$ cat src/rtl/aux_input_conditioner.sv
// Board-input conditioner: 2-FF synchronisers, one debounce FSM per input and a
// four-phase req/ack holder that stretches a resume press for the slow core clock.
module aux_input_conditioner #(
  parameter int DebounceCnt = 1000000,
  parameter int CntBit      = 20,
  parameter int SwtWidth    = 16
) (
  input  logic                clk,
  input  logic                rst_n,
  input  logic                resume_raw,
  input  logic [SwtWidth-1:0] swt_raw,
  input  logic                resume_ack,
  output logic [SwtWidth-1:0] swt_db,
  output logic                swt_chg,
  output logic                resume_db,
  output logic                resume_req,
  output logic [1:0]          dbg_req_state_o,
  output logic [SwtWidth:0]   dbg_settle_o
);

  localparam int              NumIn   = SwtWidth + 1;
  localparam logic [CntBit-1:0] CntLast = CntBit'(DebounceCnt - 1);

  typedef enum logic {
    DB_STABLE = 1'b0,
    DB_SETTLE = 1'b1
  } db_state_e;

  typedef enum logic [1:0] {
    RQ_IDLE         = 2'd0,
    RQ_REQ          = 2'd1,
    RQ_WAIT_ACK_LOW = 2'd2
  } req_state_e;

  // Resume occupies the top bit so the switch bus maps straight through.
  logic [NumIn-1:0]    raw_in;
  logic [NumIn-1:0]    sync_s0_q;
  logic [NumIn-1:0]    sync_s1_q;
  logic                ack_s0_q;
  logic                ack_s1_q;
  logic [NumIn-1:0]    db_val;
  logic [SwtWidth-1:0] db_upd;

  assign raw_in = {resume_raw, swt_raw};

  always_ff @(posedge clk or negedge rst_n) begin
    if (!rst_n) begin
      sync_s0_q <= '0;
      sync_s1_q <= '0;
      ack_s0_q  <= 1'b0;
      ack_s1_q  <= 1'b0;
    end else begin
      sync_s0_q <= raw_in;
      sync_s1_q <= sync_s0_q;
      ack_s0_q  <= resume_ack;
      ack_s1_q  <= ack_s0_q;
    end
  end

  for (genvar gi = 0; gi < NumIn; gi++) begin : g_db
    db_state_e         state_q;
    logic [CntBit-1:0] cnt_q;
    logic              val_q;
    logic              differs;
    logic              accept;

    assign differs = sync_s1_q[gi] ^ val_q;
    assign accept  = (state_q == DB_SETTLE) && differs && (cnt_q == CntLast);

    // cnt_q counts consecutive cycles the synchronised input disagreed with val_q.
    always_ff @(posedge clk or negedge rst_n) begin
      if (!rst_n) begin
        state_q <= DB_STABLE;
        cnt_q   <= '0;
        val_q   <= 1'b0;
      end else begin
        case (state_q)
          DB_STABLE: begin
            if (differs) begin
              state_q <= DB_SETTLE;
              cnt_q   <= CntBit'(1);
            end else begin
              cnt_q   <= '0;
            end
          end
          DB_SETTLE: begin
            if (!differs) begin
              state_q <= DB_STABLE;
              cnt_q   <= '0;
            end else if (cnt_q == CntLast) begin
              val_q   <= sync_s1_q[gi];
              state_q <= DB_STABLE;
              cnt_q   <= '0;
            end else begin
              cnt_q   <= cnt_q + 1'b1;
            end
          end
          default: begin
            state_q <= DB_STABLE;
            cnt_q   <= '0;
          end
        endcase
      end
    end

    assign db_val[gi]       = val_q;
    assign dbg_settle_o[gi] = (state_q == DB_SETTLE);

    if (gi < SwtWidth) begin : g_upd
      assign db_upd[gi] = accept;
    end
  end

  assign swt_db    = db_val[SwtWidth-1:0];
  assign resume_db = db_val[SwtWidth];

  logic swt_chg_q;

  always_ff @(posedge clk or negedge rst_n) begin
    if (!rst_n) begin
      swt_chg_q <= 1'b0;
    end else begin
      swt_chg_q <= |db_upd;
    end
  end

  assign swt_chg = swt_chg_q;

  // Four-phase handshake: resume_req rises on a fresh press and stays high
  // until ack is seen high; a new request is only possible once ack has
  // returned low, so no press is ever half-delivered across the boundary.
  req_state_e req_state_q;
  logic       req_q;
  logic       db_prev_q;
  logic       press;

  assign press = db_val[SwtWidth] & ~db_prev_q;

  always_ff @(posedge clk or negedge rst_n) begin
    if (!rst_n) begin
      req_state_q <= RQ_IDLE;
      req_q       <= 1'b0;
      db_prev_q   <= 1'b0;
    end else begin
      db_prev_q <= db_val[SwtWidth];
      case (req_state_q)
        RQ_IDLE: begin
          if (press) begin
            req_state_q <= RQ_REQ;
            req_q       <= 1'b1;
          end
        end
        RQ_REQ: begin
          if (ack_s1_q) begin
            req_state_q <= RQ_WAIT_ACK_LOW;
            req_q       <= 1'b0;
          end
        end
        RQ_WAIT_ACK_LOW: begin
          if (!ack_s1_q) begin
            req_state_q <= RQ_IDLE;
          end
        end
        default: begin
          req_state_q <= RQ_IDLE;
          req_q       <= 1'b0;
        end
      endcase
    end
  end

  assign resume_req      = req_q;
  assign dbg_req_state_o = req_state_q;

endmodule

$ cat config.mk
export PLATFORM = sky130hd
export DESIGN_NAME = aux_input_conditioner
export DESIGN_NICKNAME = d
export VERILOG_FILES = /design/src/rtl/aux_input_conditioner.sv
export SDC_FILE = /design/constraint.sdc
export NUM_CORES = 1
export LEC_CHECK = 0
export CORE_ASPECT_RATIO = 0.5
export CORE_MARGIN = 1
export CORE_UTILIZATION = 55
export CTS_CLUSTER_SIZE = 10
export DETAILED_ROUTE_END_ITERATION = 7
export PLACE_DENSITY = 0.76
export SYNTH_ARGS = -nofsm -noshare
export SYNTH_HDL_FRONTEND = slang
export SYNTH_SLANG_ARGS = --single-unit
$ cat constraint.sdc
create_clock -name clk -period 2.6 [get_ports clk]
set_input_delay 0.39 -clock clk [delete_from_list [all_inputs] [get_ports clk]]
set_output_delay 0.39 -clock clk [all_outputs]
set_load 0.03 [all_outputs]
# After elaboration in Yosys (flattened, before gate mapping)
# Index checks and enable logic that the tools add are counted.
[word_totals]
reg_bits = 415
latch_bits = 0
ramBits = 0
mem_bits_ro = 0
input_bits = 20
out_inout_bits = 38
wordCells = 331
n_memories = 0
[op_classes]
n_addsub = 17
mul = 0
div_mod_pow = 0
magnitude_cmp = 0
n_eq_ne = 22
shifts = 0
mux = 143
bitwise = 37
n_reduce_logical = 53
[op_table]
columns = ["op", "n"]
rows = [
  ["$mux 20", 34],
  ["$pmux 20 s2", 17],
  ["$add 20x1->20 const B", 17],
  ["$eq 20x20->1 const B", 17],
  ["$mux 1", 70],
  ["$reduce_and 3->1", 19],
  ["$pmux 1 s2", 17],
  ["$logic_and 1x1->1", 32],
  ["$not 1->1", 19],
  ["$xor 1x1->1", 17],
  ["$reduce_or 16->1", 1],
  ["$mux 2", 3],
  ["$ne 2x2->1 const B", 3],
  ["$pmux 2 s3", 1],
  ["$pmux 1 s3", 1],
  ["$eq 2x1->1 const B", 1],
  ["$eq 2x2->1 const B", 1],
  ["$logic_not 2->1", 1],
  ["$and 1x1->1", 1],
]

# Longest topological paths before layout
[logic_depth]
depth_word = 4
ltp_mapped = 9
ltp_nobuf = 7

# Least setup slack after synthesis
# No wires, ideal clock.
[synth_timing]
path_kind = "flip-flop to flip-flop"
startpoint = "reg g_db[10].cnt_q[0]"
endpoint = "reg swt_chg_q, in the netlist swt_chg"
setup_time_ps = 139
arrival_ps = 1963
required_time_ps = 2461
path_slack_ps = 499
stages_incl_launch_ff = 8
path_buffers = 0
synth_period_minus_slack_ps = 2101
path_cell_list = "dfrtp_1 > ha_1 > and3_1 > and3_1 > and4_4 > a32oi_1 > nand4_1 > or4_1"
[synth_between]
elab_chain_len = 3
[synth_rtl]
columns = ["element", "line_no", "rtl"]
rows = [
  ["from (decl)", "62", "logic [CntBit-1:0] cnt_q;"],
  ["from (signal assigned)", "81", "cnt_q <= CntBit'(1);"],
  ["from (signal assigned)", "95", "cnt_q <= cnt_q + 1'b1;"],
  ["$eq 20x20->1", "68", "assign accept = (state_q == DB_SETTLE) && differs && (cnt_q == CntLast);"],
  ["$logic_and 1x1->1", "68", ""],
  ["$reduce_or 16->1", "123", "swt_chg_q <= |db_upd;"],
  ["to (signal assigned)", "123", ""],
  ["to (decl)", "117", "logic swt_chg_q;"],
]
# No other way between the ends.
# A chain may end at the register's enable or synchronous reset.

# Worst setup path in the final report
# Ends and elaborated chain as after synthesis.

==> results.json <==
{
  "synth_edf_count": 0,
  "r2r_end": "swt_chg$_DFF_PN0_",
  "reg2reg_depth": 7,
  "start_util": 0.569,
  "cp_max_fo": 4,
  "p_leak_nw": 8.94,
  "rows": 47,
  "crit_buf_inv": 0,
  "final_core_util": 0.633,
  "drtIter0Drc": 861,
  "critPathMaxStageDelay_ns": 0.54,
  "cpMostUsedCell": "and3_1",
  "antenna_left": 0,
  "cpLargestDelayFamily": "simple AND/OR/NAND/NOR gates",
  "ir_drop_v": 0.000411,
  "vias_per_cell": 5.31,
  "clk_latency_ns": 0.56,
  "post_synth_inst_count": 1887,
  "synth_nets": 1924,
  "fp.dieH_um": 134,
  "run_status": "finished, final reports clean",
  "clkPwrFrac": 0.448,
  "worst-slew-pin-transition_ns": 0.653,
  "finalSetupViolCount": 0,
  "drt-total-wl_um": 34200,
  "ys_warn_count": 0,
  "slowest_stage": "or4_1",
  "clock-sinks": 415,
  "routedWlPerCell_um": 14.1,
  "area_growth_pct": 11.3,
  "postSynthAreaPerCell_um2": 10.1,
  "h-tree-depth": 2,
  "finalHoldViolations": 0,
  "numCtsBuffers": 47,
  "worstHoldStart": "swt_raw[14]",
  "cts.repair.resized": 0,
  "grt_pass1_wl_um": 59800,
  "post-place-ws_ns": 0.180,
  "grt_usage": 0.201,
  "powerDensity_nw_per_um2": 600,
  "numPortBuffers": 57,
  "crit_required_ns": 3.03,
  "pin_count": 58,
  "synth_top_flop_cell": "dfrtp_1",
  "dp_cells": 2361,
  "rrSetupSlack_ns": 0.14,
  "cap_violations": 0,
  "power_frac_comb": 0.034,
  "synth_common_cells": "dfrtp_1 (415), nor2_1 (391), xor2_1 (190)",
  "synth_top_area_share": 0.543,
  "timing.hold.ws_ns": 0.266,
  "synthArstFlopShare": 1.00,
  "slew_violations": 0,
  "grt_pass1_vias": 12800,
  "drc_errors": 0,
  "fin_area_um2": 21300,
  "switching_share": 0.220,
  "ys_seq_area_frac": 0.543,
  "post-route-period-util": 0.945,
  "crit_chain": "ha_1 > and3_1 > and3_1 > and4_4 > a32oi_1 > nand4_1 > or4_1",
  "reg2reg_from": "g_db[10].cnt_q[0]$_DFF_PN0_",
  "power.total_mw": 12.8,
  "clk_pin_slew_ns": 0.06,
  "fp.dieW_um": 266,
  "diodes": 0,
  "end_kind": "flip-flop",
  "max_freq_mhz": 407,
  "criticalPathCategory": "reg2reg",
  "cts_buffer_depth": 3,
  "synth_top_area_cell": "dfrtp_1",
  "startpoint_type": "flip-flop",
  "dpl_cell_area_um2": 20000,
  "dieArea_um2": 35600,
  "grt_max_degree": 105,
  "ys_seq_elements": 415,
  "p_int_mw": 9.96,
  "cts_setup_buffers": 0,
  "layout-drive-gt1-share": 0.0549,
  "gp_congestion": 0.832,
  "coreArea_um2": 33600,
  "period_needed_ns": 2.46,
  "synth_area_leaders": "dfrtp_1 (54%), xor2_1 (8.7%), nor2_1 (7.7%)",
  "p_switching_mw": 2.80,
  "hold-path-endpoint": "sync_s0_q[14]$_DFF_PN0_",
  "nNetsFinal": 1983,
  "holdCritPathClass": "in2reg",
  "cts_tree": "built",
  "relSlewSlack": 0.561,
  "p_seq_frac": 0.518,
  "vias": 12800,
  "dp_hpwl_um": 22000,
  "netlist_area_um2": 19100,
  "final_cells": 2414,
  "whs_path_depth": 1,
  "synth_most_common_cell": "dfrtp_1",
  "tns_ns": 0,
  "antenna_found_initial": 1,
  "yosysUniqueCellTypes": 53,
  "arrival_ns": 2.89,
  "dr.pass1.iters": 4,
  "fin_skew_ns": 0.0136,
  "cts_root_buffer": "clkbuf_16",
  "rsz0062_at_grt": "false",
  "grt.overflow.total": 0,
  "timing.final.ws_setup_ns": 0.143
}
[placed cells by master, fill, tap and decap left out, types with 30 or more instances in the layout]
master and n:
xnor2_1 124, clkbuf_16 47, and3_1 49, nand2_1 131, inv_1 44, dfrtp_1 415, xor2_1 190, nand4_1 62
nor2_1 391, clkdlybuf4s50_1 56, nand3_1 130, nor3_1 30
[cell families after synthesis]
family          Yosys count  share of synthesized area
mux                      17                     0.0100
fa+ha+maj                17                     0.0111
simple gates            949                      0.241
buf+inv                 110                     0.0311
xor+xnor                314                      0.144
flops                   415                      0.543
compound gates           65                     0.0198
[worst max path at each step]
stage                           startpoint                end  slack (ns)  cells after the start
6_report       g_db[10].cnt_q[0]$_DFF_PN0_  swt_chg$_DFF_PN0_        0.14                      7
5_1_grt        g_db[10].cnt_q[0]$_DFF_PN0_  swt_chg$_DFF_PN0_        0.08                      7
4_1_cts        g_db[10].cnt_q[0]$_DFF_PN0_  swt_chg$_DFF_PN0_        0.15                      7
3_5_place_dp   g_db[10].cnt_q[0]$_DFF_PN0_  swt_chg$_DFF_PN0_        0.18                      7
3_3_place_gp   g_db[10].cnt_q[0]$_DFF_PN0_  swt_chg$_DFF_PN0_        0.21                      7
2_1_floorplan  g_db[10].cnt_q[0]$_DFF_PN0_  swt_chg$_DFF_PN0_        0.50                      7
[layer usage]
metal / routed length [um] / track usage / up-vias
li1: - / - / 6369
met1: 15900 / 0.273 / 6250
met2: 16400 / 0.333 / 154
met3: 1230 / 0.0382 / 48
met4: 603 / 0.0524 / 0
met5: 0 / 0 / -
[flip-flops by register name, summed over array words and instances, names as in the netlist, 2 cells and up]
register,flops
g_db.state_q,17
dbg_req_state_o,2
g_db.cnt_q,340
g_db.val_q,16
sync_s0_q,17
sync_s1_q,17
[power groups by stage]
stage | Combinational (mW) | Sequential [mW] | Clock, mW
after floorplan | 0.229 | 6.70 | 0
after global placement | 0.438 | 6.72 | 0
after detailed placement | 0.442 | 6.72 | 0
after CTS | 0.449 | 6.61 | 5.88
after global routing | 0.497 | 6.61 | 6.14
final | 0.433 | 6.61 | 5.72
[timing repair]
item | in CTS | in global routing
hold buffers | 1 | 0
setup endpoints to repair | 0 | 0
endpoints found under the hold margin | 37 | 0
[layout make-up]
| type | instances | area (um^2) |
|---|---|---|
| clock buffer | 48 | 1180 |
| fill | 2713 | 12300 |
| tap | 465 | 582 |
| sequential | 415 | 10400 |
| inverter | 44 | 165 |
| multi-input combinational | 1362 | 8150 |
| clock inverter | 4 | 56.3 |
| timing repair buffer | 76 | 771 |
Note: power is estimated with default switching activity, not from simulation.
